[src/rtl/keypad_pkg.sv]
// Shared encodings for the keypad entry block: key codes, debounce states,
// per-frame scan classification and the matrix-position-to-key lookup.
package keypad_pkg;

  localparam logic [3:0] KEY_STAR = 4'd10;
  localparam logic [3:0] KEY_HASH = 4'd11;
  localparam logic [3:0] KEY_NONE = 4'd15;

  typedef enum logic [1:0] {
    IDLE     = 2'd0,
    PRESS_DB = 2'd1,
    HELD     = 2'd2,
    REL_DB   = 2'd3
  } db_state_e;

  typedef enum logic [1:0] {
    FRAME_NONE  = 2'd0,
    FRAME_KEY   = 2'd1,
    FRAME_MULTI = 2'd2
  } frame_res_e;

  // Matrix layout: rows 0..2 hold 1-9 left to right, row 3 holds * 0 #.
  function automatic logic [3:0] key_lookup(input logic [1:0] row, input logic [1:0] col);
    logic [3:0] code;
    if (row == 2'd3) begin
      case (col)
        2'd0:    code = KEY_STAR;
        2'd1:    code = 4'd0;
        default: code = KEY_HASH;
      endcase
    end else begin
      code = ({2'b00, row} * 4'd3) + {2'b00, col} + 4'd1;
    end
    return code;
  endfunction

  // Number of active columns seen on one row sample.
  function automatic logic [1:0] popcount3(input logic [2:0] v);
    return {1'b0, v[0]} + {1'b0, v[1]} + {1'b0, v[2]};
  endfunction

endpackage

[src/rtl/keypad_entry_if.sv]
// Keypad matrix pins plus the decoded key / minute-load outputs.
// master: the keypad entry block; slave: the matrix and the clock block it feeds.
interface keypad_entry_if;
  logic [2:0] keypadc;
  logic [3:0] keypadr;
  logic       key_valid;
  logic [3:0] key_code;
  logic [7:0] minute;
  logic       load;

  modport master (
    input  keypadc,
    output keypadr,
    output key_valid,
    output key_code,
    output minute,
    output load
  );

  modport slave (
    output keypadc,
    input  keypadr,
    input  key_valid,
    input  key_code,
    input  minute,
    input  load
  );
endinterface

[src/rtl/keypad_scan.sv]
// Row scanner, column synchronizer, frame classifier and press/release
// debouncer for a 4x3 keypad matrix.
//
// state    | meaning
// ---------+---------------------------------------------------------------
// IDLE     | no key held; waiting for a frame with exactly one key
// PRESS_DB | candidate key seen on cnt consecutive frames, not yet accepted
// HELD     | key accepted (key_valid issued); waiting for an empty frame
// REL_DB   | empty frames counting toward release; any hit returns to HELD
module keypad_scan
  import keypad_pkg::*;
#(
  parameter int SCAN_DIV = 4000,
  parameter int DEBOUNCE = 8
) (
  input  logic       clk,
  input  logic       rst_n,
  input  logic [2:0] keypadc,
  output logic [3:0] keypadr,
  output logic       key_valid,
  output logic [3:0] key_code
);

  localparam int DW = $clog2(SCAN_DIV);
  localparam int CW = $clog2(DEBOUNCE + 1);
  localparam logic [DW-1:0] DWELL_LAST = DW'(SCAN_DIV - 1);
  localparam logic [CW-1:0] DB_LAST    = CW'(DEBOUNCE);

  logic [2:0]    colm_q, colm_d;
  logic [2:0]    cols_q, cols_d;
  logic [DW-1:0] dwell_q, dwell_d;
  logic [3:0]    row_q, row_d;
  logic [1:0]    hits_q, hits_d;
  logic [3:0]    acc_key_q, acc_key_d;
  db_state_e     state_q, state_d;
  logic [3:0]    cand_q, cand_d;
  logic [CW-1:0] cnt_q, cnt_d;
  logic          key_valid_q, key_valid_d;
  logic [3:0]    key_code_q, key_code_d;

  logic          sample;
  logic          frame_done;
  logic [1:0]    row_idx;
  logic [1:0]    col_idx;
  logic [1:0]    row_pop;
  logic [2:0]    hits_sum;
  logic [1:0]    hits_new;
  logic [3:0]    key_new;
  frame_res_e    frame_res;
  logic [CW-1:0] cnt_inc;

  // Register stage: synchronizer, scan counters, frame accumulator, debouncer.
  always_ff @(posedge clk or negedge rst_n) begin
    if (!rst_n) begin
      colm_q      <= '0;
      cols_q      <= '0;
      dwell_q     <= '0;
      row_q       <= 4'b0001;
      hits_q      <= '0;
      acc_key_q   <= KEY_NONE;
      state_q     <= IDLE;
      cand_q      <= KEY_NONE;
      cnt_q       <= '0;
      key_valid_q <= 1'b0;
      key_code_q  <= KEY_NONE;
    end else begin
      colm_q      <= colm_d;
      cols_q      <= cols_d;
      dwell_q     <= dwell_d;
      row_q       <= row_d;
      hits_q      <= hits_d;
      acc_key_q   <= acc_key_d;
      state_q     <= state_d;
      cand_q      <= cand_d;
      cnt_q       <= cnt_d;
      key_valid_q <= key_valid_d;
      key_code_q  <= key_code_d;
    end
  end

  // Decode the driven row and the single active column of this sample.
  always_comb begin
    row_idx = 2'd0;
    case (row_q)
      4'b0010: row_idx = 2'd1;
      4'b0100: row_idx = 2'd2;
      4'b1000: row_idx = 2'd3;
      default: row_idx = 2'd0;
    endcase
    col_idx = 2'd0;
    case (cols_q)
      3'b010:  col_idx = 2'd1;
      3'b100:  col_idx = 2'd2;
      default: col_idx = 2'd0;
    endcase
  end

  // Row dwell, rotation and frame accumulation; the frame ends on the row-3 sample.
  always_comb begin
    colm_d     = keypadc;
    cols_d     = colm_q;
    sample     = (dwell_q == DWELL_LAST);
    frame_done = sample && row_q[3];
    dwell_d    = sample ? '0 : dwell_q + 1'b1;
    row_d      = sample ? {row_q[2:0], row_q[3]} : row_q;

    row_pop  = popcount3(cols_q);
    hits_sum = {1'b0, hits_q} + {1'b0, row_pop};
    hits_new = (hits_sum >= 3'd2) ? 2'd2 : hits_sum[1:0];
    key_new  = (hits_q == 2'd0 && row_pop == 2'd1) ? key_lookup(row_idx, col_idx) : acc_key_q;

    case (hits_new)
      2'd0:    frame_res = FRAME_NONE;
      2'd1:    frame_res = FRAME_KEY;
      default: frame_res = FRAME_MULTI;
    endcase

    hits_d    = hits_q;
    acc_key_d = acc_key_q;
    if (frame_done) begin
      hits_d    = '0;
      acc_key_d = KEY_NONE;
    end else if (sample) begin
      hits_d    = hits_new;
      acc_key_d = key_new;
    end
  end

  assign cnt_inc = cnt_q + CW'(1);

  // Debounce FSM: advances once per completed frame.
  always_comb begin
    state_d     = state_q;
    cand_d      = cand_q;
    cnt_d       = cnt_q;
    key_valid_d = 1'b0;
    key_code_d  = key_code_q;
    if (frame_done) begin
      unique case (state_q)
        IDLE: begin
          if (frame_res == FRAME_KEY) begin
            cand_d = key_new;
            cnt_d  = CW'(1);
            if (DEBOUNCE <= 1) begin
              state_d     = HELD;
              cnt_d       = '0;
              key_valid_d = 1'b1;
              key_code_d  = key_new;
            end else begin
              state_d = PRESS_DB;
            end
          end
        end
        PRESS_DB: begin
          if (frame_res == FRAME_KEY) begin
            if (key_new == cand_q) begin
              cnt_d = cnt_inc;
              if (cnt_inc == DB_LAST) begin
                state_d     = HELD;
                cnt_d       = '0;
                key_valid_d = 1'b1;
                key_code_d  = cand_q;
              end
            end else begin
              cand_d = key_new;
              cnt_d  = CW'(1);
            end
          end else begin
            state_d = IDLE;
            cnt_d   = '0;
          end
        end
        HELD: begin
          if (frame_res == FRAME_NONE) begin
            if (DEBOUNCE <= 1) begin
              state_d = IDLE;
              cnt_d   = '0;
            end else begin
              state_d = REL_DB;
              cnt_d   = CW'(1);
            end
          end
        end
        REL_DB: begin
          if (frame_res == FRAME_NONE) begin
            cnt_d = cnt_inc;
            if (cnt_inc == DB_LAST) begin
              state_d = IDLE;
              cnt_d   = '0;
            end
          end else begin
            state_d = HELD;
            cnt_d   = '0;
          end
        end
      endcase
    end
  end

  assign keypadr   = row_q;
  assign key_valid = key_valid_q;
  assign key_code  = key_code_q;

endmodule

[src/rtl/keypad_entry.sv]
// Keypad front end for the countdown clock: scans and debounces the matrix,
// shifts accepted digits into a two-digit BCD minute buffer, clears it on '*'
// and issues a one-cycle load strobe on '#'.
module keypad_entry
  import keypad_pkg::*;
#(
  parameter int SCAN_DIV = 4000,
  parameter int DEBOUNCE = 8
) (
  input logic            clk,
  input logic            rst_n,
  keypad_entry_if.master bus
);

  logic [3:0] scan_row;
  logic       scan_key_valid;
  logic [3:0] scan_key_code;

  logic [7:0] minute_q, minute_d;
  logic       load_q, load_d;

  keypad_scan #(
    .SCAN_DIV (SCAN_DIV),
    .DEBOUNCE (DEBOUNCE)
  ) u_scan (
    .clk       (clk),
    .rst_n     (rst_n),
    .keypadc   (bus.keypadc),
    .keypadr   (scan_row),
    .key_valid (scan_key_valid),
    .key_code  (scan_key_code)
  );

  // Entry buffer and load strobe registers.
  always_ff @(posedge clk or negedge rst_n) begin
    if (!rst_n) begin
      minute_q <= 8'h00;
      load_q   <= 1'b0;
    end else begin
      minute_q <= minute_d;
      load_q   <= load_d;
    end
  end

  // Act on each accepted key: digits shift in (old tens drop out), '*' clears, '#' loads.
  always_comb begin
    minute_d = minute_q;
    load_d   = 1'b0;
    if (scan_key_valid) begin
      if (scan_key_code <= 4'd9) begin
        minute_d = {minute_q[3:0], scan_key_code};
      end else if (scan_key_code == KEY_STAR) begin
        minute_d = 8'h00;
      end else if (scan_key_code == KEY_HASH) begin
        load_d = 1'b1;
      end
    end
  end

  assign bus.keypadr   = scan_row;
  assign bus.key_valid = scan_key_valid;
  assign bus.key_code  = scan_key_code;
  assign bus.minute    = minute_q;
  assign bus.load      = load_q;

endmodule
[src/flat_wrapper.sv]
// flat-port wrapper written by rule: the top's interface ports become plain ports
module keypad_entry_flat import keypad_pkg::*;
#(
  parameter int SCAN_DIV = 4000,
  parameter int DEBOUNCE = 8
)
  (clk, rst_n, bus_keypadc, bus_keypadr, bus_key_valid, bus_key_code, bus_minute, bus_load);
  keypad_entry_if bus_i ();
  input logic clk;
  input logic rst_n;
  input wire logic [$bits(bus_i.keypadc)-1:0] bus_keypadc;
  output wire logic [$bits(bus_i.keypadr)-1:0] bus_keypadr;
  output wire logic [$bits(bus_i.key_valid)-1:0] bus_key_valid;
  output wire logic [$bits(bus_i.key_code)-1:0] bus_key_code;
  output wire logic [$bits(bus_i.minute)-1:0] bus_minute;
  output wire logic [$bits(bus_i.load)-1:0] bus_load;
  assign bus_i.keypadc = bus_keypadc;
  assign bus_keypadr = bus_i.keypadr;
  assign bus_key_valid = bus_i.key_valid;
  assign bus_key_code = bus_i.key_code;
  assign bus_minute = bus_i.minute;
  assign bus_load = bus_i.load;
  keypad_entry #(.SCAN_DIV(SCAN_DIV), .DEBOUNCE(DEBOUNCE)) u_core (.clk(clk), .rst_n(rst_n), .bus(bus_i));
endmodule
[config.mk]
export PLATFORM = sky130hd
export DESIGN_NAME = keypad_entry_flat
export DESIGN_NICKNAME = d
export VERILOG_FILES = /design/src/rtl/keypad_pkg.sv /design/src/rtl/keypad_entry_if.sv /design/src/rtl/keypad_scan.sv /design/src/rtl/keypad_entry.sv /design/src/flat_wrapper.sv
export SDC_FILE = /design/constraint.sdc
export NUM_CORES = 1
export LEC_CHECK = 0
export CORE_MARGIN = 4
export CORE_UTILIZATION = 58
export DETAILED_ROUTE_END_ITERATION = 10
export PLACE_DENSITY_LB_ADDON = 0.15
export SKIP_CTS_REPAIR_TIMING = 1
export SLEW_MARGIN = 20
export SYNTH_ARGS = -nofsm -noshare
export SYNTH_HDL_FRONTEND = slang
export SYNTH_SLANG_ARGS = --single-unit
[constraint.sdc]
create_clock -name clk -period 4.5 [get_ports clk]
set_input_delay 0.9 -clock clk [delete_from_list [all_inputs] [get_ports clk]]
set_output_delay 0.9 -clock clk [all_outputs]
set_load 0.05 [all_outputs]
### Word-level counts from Yosys, hierarchy flattened

Cells that the tools add are included.

* register bits: 52
* bits of input ports: 5
* output and inout bits: 18
* logic and storage cells: 105

* add/subtract/negate cells: 7
* multiply operators: 1
* magnitude comparators: 2
* eq/ne operators: 25
* mux-type cells: 42
* reduce and logical (&&, ||, !) cells: 15

Operators with widths (count)
* 4-bit two-way mux: 13
* 2-bit two-way mux: 10
* 4-bit == test, second input constant: 4
* 8-bit two-way mux: 2
* 4-bit case mux with 2 select lines: 2
* 4-bit case mux with 4 select lines: 1
* 12-bit by 1-bit adder with 12-bit output, second input constant: 1
* 12-bit == test, second input constant: 1
* 12-bit two-way mux: 1
* 2-bit by 1-bit == test with 1-bit output, second input constant: 5
* 2-bit logical NOT: 5
* 5-bit AND reduction: 2
* 1-bit two-way mux: 9
* 3-bit inequality test, second input constant: 3
* 4-bit by 1-bit adder with 4-bit output, second input constant: 2
* 2-bit inequality test, second input constant: 4
* 2-bit case mux with 2 select lines: 2
* 2-bit case mux with 4 select lines: 1
* 2-bit == test, second input constant: 3
* 2-bit case mux with 3 select lines: 1
* 6-bit AND reduction: 1
* 2-bit nonzero test: 3
* 4-bit by 2-bit adder with 4-bit output: 1
* 4-bit by 2-bit == test with 1-bit output, second input constant: 1
* 13 further kinds: 14

### Depth between registers and ports, before layout

* word-level depth: 12
* gate-level depth with buffers: 11

### Cells and area by module

Synthesis repeated with hierarchy kept, for this count alone.

* cells, all modules: 261
* area total of the unflattened synthesis: 2745.1 sq um

By module, submodules not included
* keypad_scan: times used 1, cells an instance 227, area an instance 2361.0 sq um, sequential area each 1092.3 sq um
* keypad_entry: times used 1, cells an instance 34, area an instance 384.1 sq um, sequential area each 225.2 sq um

### Worst setup path after synthesis

Ideal clock, no wire load.

* path type: register to register
* from: reg u_core.u_scan.row_q[3], in the netlist u_core.u_scan.keypadr[3]
* to: reg u_core.u_scan.key_code_q[0], in the netlist u_core.u_scan.key_code[0]
* arrival: 3658 ps
* slack: 759 ps
* cell stages (with the launch flop): 12
* buffers on the path: 1
* clock period less this slack: 3741 ps
* cells stage by stage: dfrtp_1 -> clkbuf_1 -> xnor2_1 -> nor3_1 -> fa_1 -> fa_1 -> nor2_1 -> o21a_1 -> o32ai_1 -> o22a_2 -> and4_4 -> mux2_4

* longest elaborated chain between the ends: 9
* elaborated cells between the ends (all ways): 13
* classes of those cells: add/sub: 2; mul: 1; eq/ne: 5; mux: 3; reduce/logical: 2

Ends and longest elaborated chain
* start, declared: RTL line keypad_scan.sv:32 `logic [3:0] row_q, row_d;`
* start signal, assigned: RTL line keypad_scan.sv:70 `row_q <= row_d;`
* 4-bit == test, or another cell as far along: RTL line keypad_scan.sv:84 `case (row_q)`
* 2-bit case mux with 3 select lines: RTL line keypad_scan.sv:84
* 2-bit by 2-bit multiplier with 4-bit output: RTL line keypad_pkg.sv:32 `code = ({2'b00, row} * 4'd3) + {2'b00, col} + 4'd1;`
* 4-bit by 2-bit adder with 4-bit output: RTL line keypad_pkg.sv:32
* 4-bit by 1-bit adder with 4-bit output: RTL line keypad_pkg.sv:32
* 4-bit two-way mux: RTL line keypad_pkg.sv:25 `if (row == 2'd3) begin`
* 4-bit two-way mux: RTL line keypad_scan.sv:110 `key_new = (hits_q == 2'd0 && row_pop == 2'd1) ? key_lookup(row_idx, col_idx) : acc_key_q;`
* 4-bit == test: RTL line keypad_scan.sv:156 `if (key_new == cand_q) begin`
* 5-bit AND reduction (no line) *
* end signal, assigned: RTL line keypad_scan.sv:77 `key_code_q <= key_code_d;`
* end, declared: RTL line keypad_scan.sv:39 `logic [3:0] key_code_q, key_code_d;`

Every way passes the cells marked *; elsewhere a longest branch is shown, timed or not.
A chain may end at the register's enable or synchronous reset.

### Final worst setup path

* from: reg u_core.u_scan.row_q[3], in the netlist u_core.u_scan.keypadr[3]
* to: reg u_core.u_scan.key_code_q[3], in the netlist u_core.u_scan.key_code[3]

Same word-level chain as after synthesis.

==> reports/summary.txt <==
Post-layout min period - 3.57 ns
Largest net degree at the start of global routing - 36
Total Routed Length - 5050 um
MaxCap Viol Count - 0
Power Total - 0.782 mW
First-pass GRT wire length - 8960 um
P_leak - 1.29 nW
Antenna-violating nets left - 0
Yosys reg bits - 52
Final Hold Vio Count - 0
Setup slack at placement - 0.958 ns
All-Layer GR Usage - 0.186
Post-DP HPWL - 3760 um
CTS root buffer - clkbuf_8
Power Dens Cells - 254 nW/um2
Most frequent cells in the layout - 40 x nand2_1, 39 x dfrtp_1, 21 x clkdlybuf4s50_1, 20 x o21ai_0, 19 x nor2_1
Post-synthesis cell area - 2750 um2
Register area share after synthesis - 0.480
TritonCTS buffer count - 5
Via/cell ratio - 5.94
Hold Path Class - register to register
Status - finished, final reports clean
Worst setup EP type - register
Critical path required time - 4.73 ns
WS Path Type - register to register
FMAX - 280 MHz
Critical Path Source Type - register
Die width - 76.8 um
Die ar. - 5900 um2
Gr ovfl total - 0
Post-synthesis cell type count - 49
Initial antenna violation count - 0
Clock Path Buffers - 2
ANT cells - 0
Worst setup margin - 0.934 ns
Port Buffers - 22
Layout cell share with drive strength beyond 1 - 0.112
Worst skew pair latency - 0.30 ns
Ys async rst share - 1.00
CTS tree - done
Max VDD drop - 0.156 mV
Fillers - 350
Initial Util - 0.614
Most common cell after layout, fill and taps aside - nand2_1
Post-Synthesis Cells - 273
NumNets Final - 311
TNS Setup - 0 ns
Post-synth top area cell - dfrtp_1
Die H - 76.8 um
Final setup viols - 0
Routed via count - 2060
Worst EP arrival - 3.80 ns
Top cells by area, synth - dfrtp_1 36%, dfstp_2 12%, nand2_1 5.5%
Clk_skew - 0.00824 ns
Least-Margin Pin Slew - 1.03 ns
Worst slew margin - 0.304
Number of global-route vias before repair - 1978
Syn_nets - 289
Drt initial violations - 142
Crit share post-route - 0.793
CP Max Fanout - 10
DR DRC count - 0
Worst-path clk slew - 0.08 ns
RSZ-0062 raised after global routing - false
Drt wl/cell - 14.6 um
Std cell rows - 24
Clock Sinks - 52
H-Tree Depth - 2
Routability cong. - 0.799
Mean area per synthesized cell - 10.1 um2
Max Transition Viols Final - 0
Synth warn - 0
Num ports - 23
TritonRoute pass-1 iters - 4
Share of the synthesized area in the top cell type - 0.356
Core ar. - 4470 um2
Post-synth EDFFs - 0
Area delta synth->final - 12.3%
Ys flop type - dfrtp_1
-- worst paths after layout --
| path | startpoint | end | slack, ns | depth (start not counted) |
|---|---|---|---|---|
| max in group asynchronous | rst_n | u_core.u_scan.acc_key_q[3] | 3.17 | 2 |
| worst max-delay path | u_core.u_scan.keypadr[3] | u_core.u_scan.key_code[3] | 0.93 | 10 |
| min in group asynchronous | rst_n | u_core.bus.minute[6] | 0.51 | 1 |
| worst min register to register | u_core.u_scan.colm_q[1] | u_core.u_scan.cols_q[1] | 0.35 | 0 |
| worst max register to register | u_core.u_scan.keypadr[3] | u_core.u_scan.key_code[3] | 0.93 | 10 |
| worst min-delay path | u_core.u_scan.colm_q[1] | u_core.u_scan.cols_q[1] | 0.35 | 0 |
-- flip-flops by register name, indices dropped and copies added (netlist names), 2 cells and up --
signal,count
u_core.u_scan.colm_q,3
u_core.bus.minute,8
u_core.u_scan.cnt_q,4
u_core.u_scan.hits_q,2
u_core.u_scan.key_code,4
u_core.u_scan.cand_q,4
u_core.u_scan.keypadr,4
u_core.u_scan.cols_q,3
u_core.u_scan.acc_key_q,4
u_core.u_scan.state_q,2
u_core.u_scan.dwell_q,12
-- critical path, stage by stage, from the launching register on --
cell and delay [ns]:
dfrtp_1 0.50, xnor2_1 0.17, nor3_1 0.38, fa_1 0.55, fa_1 0.55, nor2_1 0.06
o21a_1 0.23, o32ai_1 0.30, o22a_2 0.21, and4_4 0.26, mux2_4 0.30
-- synthesized netlist by cell type (all sizes together), types with 5 or more instances --
library cell and count:
nor2 19, dfstp 13, clkbuf 7, a21oi 14, and3 5, ha 7
nand2b 5, xor2 6, inv 12, nand2 40, mux2i 5, dfrtp 39
xnor2 10, mux2 5, nor3 6, o21ai 20, nand3 12
-- report_power, final --
group          internal (mW)  total, mW  leakage (nW)  switching, mW
registers              0.470      0.473         0.651        0.00263
logic                 0.0189     0.0501         0.592         0.0311
clock network          0.120      0.259        0.0447          0.139
total                  0.609      0.782          1.29          0.173
-- logic make-up after synthesis --
logic type	share of synthesized area
buf+inv	0.0301
compound gates	0.132
simple gates	0.202
xor+xnor	0.0510
flops	0.480
mux	0.0442
fa+ha+maj	0.0611
-- layer usage --
metal | routed length [um] | GRT usage
met4 | 101 | 0.0652
met5 | 0 | 0
met2 | 2480 | 0.309
met3 | 220 | 0.0422
met1 | 2240 | 0.237
-- final cells by class --
class	count	area, um2	area share
Clock buffer	6	82.6	0.0268
Tap cell	52	65.1	0.0211
Sequential cell	52	1320	0.428
Timing Repair Buffer	23	223	0.0723
Multi-Input combinational cell	201	1350	0.436
Clock inverter	1	3.75	0.00122
Inverter	12	45.0	0.0146
-- per-stage QoR --
| stage | utilization | cells | cell area (um2) | hold slack [ns] |
|---|---|---|---|---|
| after floorplan | - | 273 | 2750 | 0.331 |
| after detailed placement | 0.669 | 340 | 3000 | 0.336 |
| after global placement | 0.669 | 340 | 3000 | 0.332 |
| after CTS | 0.689 | 347 | 3080 | 0.357 |
| after global routing | 0.689 | 347 | 3080 | 0.367 |
| final | 0.689 | 347 | 3080 | 0.353 |
Power figures use the tool's default switching activity.
